===== src/rtl/g9_loader_pkg.sv =====
// Shared state encoding and framing constants for the G9 instruction-memory boot loader.
package g9_loader_pkg;

    typedef enum logic [2:0] {
        IDLE,
        LEN,
        DATA,
        WRITE,
        CHK,
        DONE,
        ERR
    } state_t;

    localparam int LEN_BYTES      = 2;
    localparam int BYTES_PER_WORD = 4;
    localparam int LEN_CNT_W      = $clog2(LEN_BYTES);
    localparam int BYTE_CNT_W     = $clog2(BYTES_PER_WORD);
    localparam int WORD_W         = 8 * BYTES_PER_WORD;

    // States in which a new load may be launched by start.
    function automatic logic is_start_state(input state_t s);
        return (s == IDLE) || (s == DONE) || (s == ERR);
    endfunction

endpackage


===== src/rtl/imem_loader_word_packer.sv =====
// Little-endian byte-to-word shift register: the first byte of a word ends up in bits [7:0].
module word_packer
    import g9_loader_pkg::*;
(
    input  logic              clk,
    input  logic              reset,
    input  logic              clear,
    input  logic              shift,
    input  logic              consume,
    input  logic [7:0]        data,
    output logic [WORD_W-1:0] word_next,
    output logic              last_byte,
    output logic              word_full
);

    logic [WORD_W-1:0]     word;
    logic [BYTE_CNT_W-1:0] count;

    // Bytes enter at the top and move down, so after a full word the oldest byte sits lowest.
    assign word_next = {data, word[WORD_W-1:8]};
    assign last_byte = (count == BYTE_CNT_W'(BYTES_PER_WORD - 1));

    always_ff @(posedge clk or negedge reset) begin
        if (!reset) begin
            word      <= '0;
            count     <= '0;
            word_full <= 1'b0;
        end else if (clear) begin
            word      <= '0;
            count     <= '0;
            word_full <= 1'b0;
        end else if (shift) begin
            word  <= word_next;
            count <= count + BYTE_CNT_W'(1);
            if (last_byte) begin
                word_full <= 1'b1;
            end
        end else if (consume) begin
            word_full <= 1'b0;
        end
    end

endmodule


===== src/rtl/imem_loader.sv =====
// Boot loader: byte stream (16-bit word count, then LE words) written into the G9 instruction memory.
// Define IMEM_LOADER_CHECKSUM_EN to require a trailing XOR checksum byte after the data.
module imem_loader
    import g9_loader_pkg::*;
#(
    parameter int size    = 32,
    parameter int MemSize = 512
) (
    input  logic            clk,
    input  logic            reset,
    input  logic            start,
    input  logic            in_valid,
    input  logic [7:0]      in_data,
    output logic            in_ready,
    output logic            wea,
    output logic [size-1:0] addra,
    output logic [size-1:0] dina,
    output logic            busy,
    output logic            done,
    output logic            error,
    output logic [15:0]     words_loaded
);

    localparam logic [15:0] MAX_WORDS = 16'(MemSize);

    state_t               state;
    logic [LEN_CNT_W-1:0] len_cnt;
    logic [7:0]           len_lo;
    logic [15:0]          word_count;
    logic [15:0]          index;
    logic [15:0]          index_next;
    logic [15:0]          len_value;
    logic                 take;
    logic                 start_load;
    logic                 pack_shift;
    logic                 pack_consume;
    logic                 last_byte;
    logic                 word_full;
    logic [WORD_W-1:0]    word_next;

    assign take         = in_valid && in_ready;
    assign start_load   = start && is_start_state(state);
    assign pack_shift   = take && (state == DATA);
    assign pack_consume = (state == WRITE);
    assign len_value    = {in_data, len_lo};
    assign index_next   = index + 16'd1;

    word_packer u_packer (
        .clk       (clk),
        .reset     (reset),
        .clear     (start_load),
        .shift     (pack_shift),
        .consume   (pack_consume),
        .data      (in_data),
        .word_next (word_next),
        .last_byte (last_byte),
        .word_full (word_full)
    );

`ifdef IMEM_LOADER_CHECKSUM_EN
    logic [7:0] csum;
    logic       csum_ok;

    // Running XOR over length and data bytes; the trailing byte itself is excluded.
    always_ff @(posedge clk or negedge reset) begin
        if (!reset) begin
            csum <= 8'h00;
        end else if (start_load) begin
            csum <= 8'h00;
        end else if (take && ((state == LEN) || (state == DATA))) begin
            csum <= csum ^ in_data;
        end
    end

    assign csum_ok = (csum == in_data);
`endif

    // All outputs are updated together with the state so they are glitch-free registers.
    always_ff @(posedge clk or negedge reset) begin
        if (!reset) begin
            state        <= IDLE;
            in_ready     <= 1'b0;
            wea          <= 1'b0;
            addra        <= '0;
            dina         <= '0;
            busy         <= 1'b0;
            done         <= 1'b0;
            error        <= 1'b0;
            words_loaded <= 16'd0;
            index        <= 16'd0;
            word_count   <= 16'd0;
            len_lo       <= 8'h00;
            len_cnt      <= '0;
        end else begin
            wea <= 1'b0;
            case (state)
                IDLE, DONE, ERR: begin
                    if (start) begin
                        state        <= LEN;
                        in_ready     <= 1'b1;
                        busy         <= 1'b1;
                        done         <= 1'b0;
                        error        <= 1'b0;
                        index        <= 16'd0;
                        words_loaded <= 16'd0;
                        len_cnt      <= '0;
                    end
                end
                LEN: begin
                    if (take) begin
                        if (len_cnt != LEN_CNT_W'(LEN_BYTES - 1)) begin
                            len_lo  <= in_data;
                            len_cnt <= len_cnt + LEN_CNT_W'(1);
                        end else begin
                            word_count <= len_value;
                            len_cnt    <= '0;
                            if (len_value > MAX_WORDS) begin
                                state    <= ERR;
                                in_ready <= 1'b0;
                                busy     <= 1'b0;
                                error    <= 1'b1;
                            end else if (len_value == 16'd0) begin
`ifdef IMEM_LOADER_CHECKSUM_EN
                                state <= CHK;
`else
                                state    <= DONE;
                                in_ready <= 1'b0;
                                busy     <= 1'b0;
                                done     <= 1'b1;
`endif
                            end else begin
                                state <= DATA;
                            end
                        end
                    end
                end
                DATA: begin
                    if (pack_shift && last_byte) begin
                        state    <= WRITE;
                        in_ready <= 1'b0;
                        wea      <= 1'b1;
                        addra    <= {{(size - 16){1'b0}}, index};
                        dina     <= size'(word_next);
                    end
                end
                WRITE: begin
                    if (word_full) begin
                        index        <= index_next;
                        words_loaded <= index_next;
                    end
                    if (index_next == word_count) begin
`ifdef IMEM_LOADER_CHECKSUM_EN
                        state    <= CHK;
                        in_ready <= 1'b1;
`else
                        state <= DONE;
                        busy  <= 1'b0;
                        done  <= 1'b1;
`endif
                    end else begin
                        state    <= DATA;
                        in_ready <= 1'b1;
                    end
                end
`ifdef IMEM_LOADER_CHECKSUM_EN
                CHK: begin
                    if (take) begin
                        in_ready <= 1'b0;
                        busy     <= 1'b0;
                        if (csum_ok) begin
                            state <= DONE;
                            done  <= 1'b1;
                        end else begin
                            state <= ERR;
                            error <= 1'b1;
                        end
                    end
                end
`endif
                default: begin
                    state    <= IDLE;
                    in_ready <= 1'b0;
                    busy     <= 1'b0;
                end
            endcase
        end
    end

endmodule


===== config.mk =====
export PLATFORM = sky130hd
export DESIGN_NAME = imem_loader
export DESIGN_NICKNAME = d
export VERILOG_FILES = /design/src/rtl/g9_loader_pkg.sv /design/src/rtl/imem_loader_word_packer.sv /design/src/rtl/imem_loader.sv
export SDC_FILE = /design/constraint.sdc
export NUM_CORES = 1
export LEC_CHECK = 0
export ABC_AREA = 0
export CORE_MARGIN = 2
export CORE_UTILIZATION = 48
export DETAILED_ROUTE_END_ITERATION = 7
export HOLD_SLACK_MARGIN = 0.05
export PLACE_DENSITY = 0.86
export SLEW_MARGIN = 20
export SYNTH_ARGS = -nofsm -noshare
export SYNTH_HDL_FRONTEND = slang
export SYNTH_SLANG_ARGS = --single-unit

===== constraint.sdc =====
create_clock -name clk -period 2.7 [get_ports clk]
set_input_delay 0.54 -clock clk [delete_from_list [all_inputs] [get_ports clk]]
set_output_delay 0.54 -clock clk [all_outputs]
set_load 0.03 [all_outputs]

After elaboration in Yosys (flattened, before gate mapping)
Index checks and enable logic that the tools add are counted.
{ "word_totals": {"regBits": 132, "output_inout_bits": 85, "word_cells": 110, "inputBits": 12} }
{ "op_classes": {"add_sub_neg": 3, "n_eq_ne": 19, "magnitude_cmp": 1, "bitwise": 2, "mux": 45, "reduce_logical": 25} }
{ "op_table": {"columns": ["op", "count"], "rows": [
  ["two-way mux 32 bit", 2],
  ["two-way mux 16 bit", 2],
  ["case mux 16 bit (2 select lines)", 1],
  ["two-way mux 1 bit", 25],
  ["two-way mux 3 bit", 7],
  ["adder 16 x 1 -> 16 bit (second input constant)", 1],
  ["equality test 16 bit", 1],
  ["greater-than comparator 16 x 10 -> 1 bit (second input constant)", 1],
  ["logical NOT 16 bit", 1],
  ["inequality test 2 bit (second input constant)", 7],
  ["case mux 3 bit (4 select lines)", 1],
  ["AND reduction 3 bit", 4],
  ["AND reduction 6 bit", 2],
  ["case mux 1 bit (4 select lines)", 2],
  ["AND reduction 7 bit", 1],
  ["equality test 3 x 2 -> 1 bit (second input constant)", 2],
  ["equality test 3 bit (second input constant)", 2],
  ["inequality test 2 x 1 -> 1 bit (second input constant)", 3],
  ["nonzero test 2 bit", 3],
  ["nonzero test 3 bit", 2],
  ["AND reduction 5 bit", 1],
  ["logical AND 1 bit", 4],
  ["two-way mux 2 bit", 2],
  ["case mux 1 bit (2 select lines)", 2],
  ["13 further kinds", 16]
]} }

Logic depth before layout (Yosys ltp)
{ "logic_depth": {"word_depth": 6, "mapped_depth": 9, "mapped_depth_nobuf": 7} }

Cells and area by module
A second synthesis with hierarchy kept.
{ "hier_totals": {"cells_unflattened": 510, "area_unflattened_um2": 5924.4} }
{ "by_module_without_submodules": {"columns": ["mod", "cells_each", "area_each_um2", "n_inst"], "rows": [
  ["imem_loader", 412, 4723.3, 1],
  ["word_packer", 98, 1201.2, 1]
]} }

Least setup slack after synthesis
Ideal clock, no wire load.
{ "synth_timing": {"path_type": "register -> register", "start": "register index[9]", "end": "register busy", "synth_period_minus_slack_ns": 2.922, "setup_slack_ns": -0.222, "required_time_ns": 2.574, "stages_incl_launch_ff": 9, "arrival_ns": 2.795, "setup_time_ns": 0.126, "n_path_buf": 2, "cell_sequence": "dfrtp_1 -> clkbuf_8 -> nand4_1 -> or4_4 -> or3_1 -> a32oi_1 -> or4b_1 -> buf_2 -> a311o_1"} }
{ "synth_via": {"elab_chain_len": 4} }
{ "synth_lines": {"columns": ["element", "line", "text"], "rows": [
  ["start: declaration", "imem_loader.sv:30", "logic [15:0] index;"],
  ["start signal: assignment", "imem_loader.sv:148", "index <= index_next;"],
  ["adder 16 x 1 -> 16 bit", "imem_loader.sv:46", "assign index_next = index + 16'd1;"],
  ["equality test 16 bit", "imem_loader.sv:151", "if (index_next == word_count) begin"],
  ["inequality test 2 x 1 -> 1 bit (no source line)", null, null],
  ["AND reduction 6 bit (no source line)", null, null],
  ["end signal: assignment", "imem_loader.sv:86", "busy <= 1'b0;"],
  ["end signal: assignment", "imem_loader.sv:157", "busy <= 1'b0;"],
  ["end signal: assignment", "imem_loader.sv:183", "busy <= 1'b0;"],
  ["end: declaration", "imem_loader.sv:18", "output logic busy,"]
]} }
Every way passes these cells.
A chain may end at the register's enable or synchronous reset.

Worst setup path in the final report
{ "layout_timing": {"start": "register index[1]", "end": "register busy"} }
Same word-level chain as after synthesis.

==> flow_summary_export.csv <==
group,metric,value,unit
sta,finalSetupViolations,0,
logic_synthesis,synthAdderAreaFrac,0.596,%
sta,relSlewSlack,59.0,%
logic_synthesis,synth-edff-count,0,
placed_design,place_area,6950,um^2
grt,grt.total_usage,23.5,%
logic_synthesis,synth_commonest_cells,"dfrtp_1, nand2_1, mux2_2",
sta,worst_pin_slew,0.615,ns
die,die_height,115,um
die,core_area,12000,um^2
placed_design,port_buffers,80,
job,cap_violations,0,
route,drc,0,
final_layout,instances_no_fill,799,
sta,period_needed,2.61,ns
sta,setup_tns,0,ns
placed_design,post-place-ws,-0.000498,ns
logic_synthesis,ys_ff_latch,124,
sta,finalHoldViolCount,0,
logic_synthesis,ys.flop_type,"dfrtp_1",
route,post_drt_wl_per_cell,18.3,um
clock_tree,clock_sinks,124,
logic_synthesis,synth.area.mux_share,13.4,%
logic_synthesis,yosysUniqueCellTypes,59,
setup_path,timing_worst_setup_path_type,"reg -> reg",
sta,max_freq,0.383,GHz
clock_tree,cts-buffers-inserted,17,
grt,grt.overflow.total,0,
setup_path,startpoint,"index[1]",
power,powerDensity,1100,nW/um^2
status,status,"finished, final reports clean",
power,peakVddDrop,0.543,mV
route,via_per_inst,5.74,
sta,finalCritPeriodShare,96.7,%
logic_synthesis,synth_compound_area_share,11.4,%
logic_synthesis,synthSimpleGateAreaFrac,12.5,%
clock_tree,postCtsHoldBufs,0,
setup_path,rr_startpoint,"index[1]",
setup_path,start_kind,"flip-flop",
clock_tree,cts.htree.levels,4,
sta,drv_slew,0,
clock_tree,clk_pin_slew,0.05,ns
sta,fin_skew,0.00655,ns
logic_synthesis,ys_seq_area_share,52.8,%
placed_design,gp_congestion,0.889,
route,firstDrtPassIters,7,
power,p_leak,3.33,nW
logic_synthesis,synth_xor_area_share,3.43,%
clock_tree,cts.path.max_buffers,2,
grt,grt_first_pass_wirelength,24000,um
final_layout,fillerInstances,885,
route,drt-initial-drc-count,364,
setup_path,cp_max_fo,8,
clock_tree,clock_latency,0.41,ns
die,initial_utilization,49.2,%
logic_synthesis,synth_area,5880,um^2
route,num_vias,4587,
setup_path,crit_path_end_kind,"flip-flop",
placed_design,placed_cells,766,
final_layout,finish.instance_area,7560,um^2
grt,grt_max_degree,49,
grt,antenna_found_initial,0,
die,io_pins,97,
logic_synthesis,yosysMostFrequentCell,"dfrtp_1",
logic_synthesis,yosysWarnings,0,
final_layout,drive_gt1_share,24.8,%
logic_synthesis,syn_area_per_cell,10.9,um^2
clock_tree,cts-root-buf,"clkbuf_16",
logic_synthesis,synth_top_area_share,52.8,%
die,dieArea,13200,um^2
final_layout,syn2layout_area_growth,28.6,%
logic_synthesis,async_flop_share,100,%
clock_tree,tritoncts,"yes",
sta,setup_ws,0.0895,ns
grt,grt_pass1_vias,4605,
logic_synthesis,syn_inst,540,
logic_synthesis,synth_top_family_by_area,"multiplexers",
logic_synthesis,synth.area.top_cells,"dfrtp_1, mux2_2, nand2_1",
die,die_w,115,um
placed_design,place_hpwl,10000,um
die,core.rowCount,40,
setup_path,cp.required,2.99,ns
route,ant_nets,0,
setup_path,arrival,2.90,ns
route,drt_wl_total,14600,um
final_layout,diodes,0,
sta,rsz0062_at_grt,"false",
worst_hold_path,hp-class,"in -> async",
final_layout,final_nets,655,
logic_synthesis,synth_largest_area_cell,"dfrtp_1",
[cell families after synthesis]
family,count (synthesis)
buf+inv,57
flops,124
simple gates,153
fa+ha+maj,3
compound gates,109
other cells,1
mux,70
xor+xnor,23
[metal layers]
metal	track usage, %	routed length (um)
met5	0	0
met4	8.86	266
met3	4.50	810
met2	37.2	7030
met1	32.3	6480
[sequential cells by signal, summed over array words and instances, names as in the netlist, 2 cells and up]
signal,cells
dina,32
u_packer.word,24
addra,16
index,16
word_count,16
len_lo,8
state,3
u_packer.count,2
[per-stage QoR]
step | utilization (%) | total power, W | hold WS [ns]
6_report | 63.2 | 0.00835 | 0.140
4_1_cts | 63.1 | 0.00837 | 0.161
3_5_place_dp | 58.1 | 0.00606 | 0.495
3_3_place_gp | 58.1 | 0.00595 | 0.481
5_1_grt | 63.2 | 0.00876 | 0.198
2_1_floorplan | - | 0.00486 | 0.244
[cell usage in the layout, fill, tap and decap left out, drive strengths merged, types with 4 or more instances in the layout]
cell type	n
nor3	8
nor2	23
conb	16
a21oi	11
nor4	6
o41ai	4
dfrtp	124
o211ai	4
inv	8
o21ai	53
nand4	8
o31ai	7
clkinv	5
nand2	72
clkdlybuf4s50	79
nand3	9
clkbuf	19
buf	38
and2	4
xnor2	16
mux2	70
a31oi	5
xor2	7
[critical path, cell delays in order (launching register included)]
cell and delay [ns]:
dfrtp_2 0.46, nand3_4 0.12, or4_4 0.56, or3_1 0.32
a32oi_1 0.18, or4b_4 0.53, a311o_1 0.32
[final cells by class]
type                    instances  area, um^2  share of cell area, %
flip-flops and latches        124        3120                   41.2
well taps                     147         184                   2.43
clock inverters                11         146                   1.94
inverters                       7        26.3                  0.348
repair buffers                117        1110                   14.7
multi-input cells             374        2540                   33.6
clock buffers                  19         433                   5.73
[power by group]
group	internal [W]	leakage [nW]	switching [W]
clock	0.00144	0.279	0.000807
sequential	0.00246	1.63	0.000536
combinational	0.00137	1.42	0.00174
[path summary, 6_finish.rpt]
check,endpoint,slack (ns),cells past startpoint
max,busy,0.09,6
min,dina[19],0.14,1
max reg2reg,busy,0.09,6
min reg2reg,dina[14],0.50,1
max in group asynchronous,index[6],1.90,2
min in group clk,dina[14],0.50,1
[timing repair]
item                                    in CTS  in global routing
resized for setup                            0                  2
buffers inserted                             3                  0
endpoints found under the setup margin       1                  5
(Power assumes the default switching activity.)
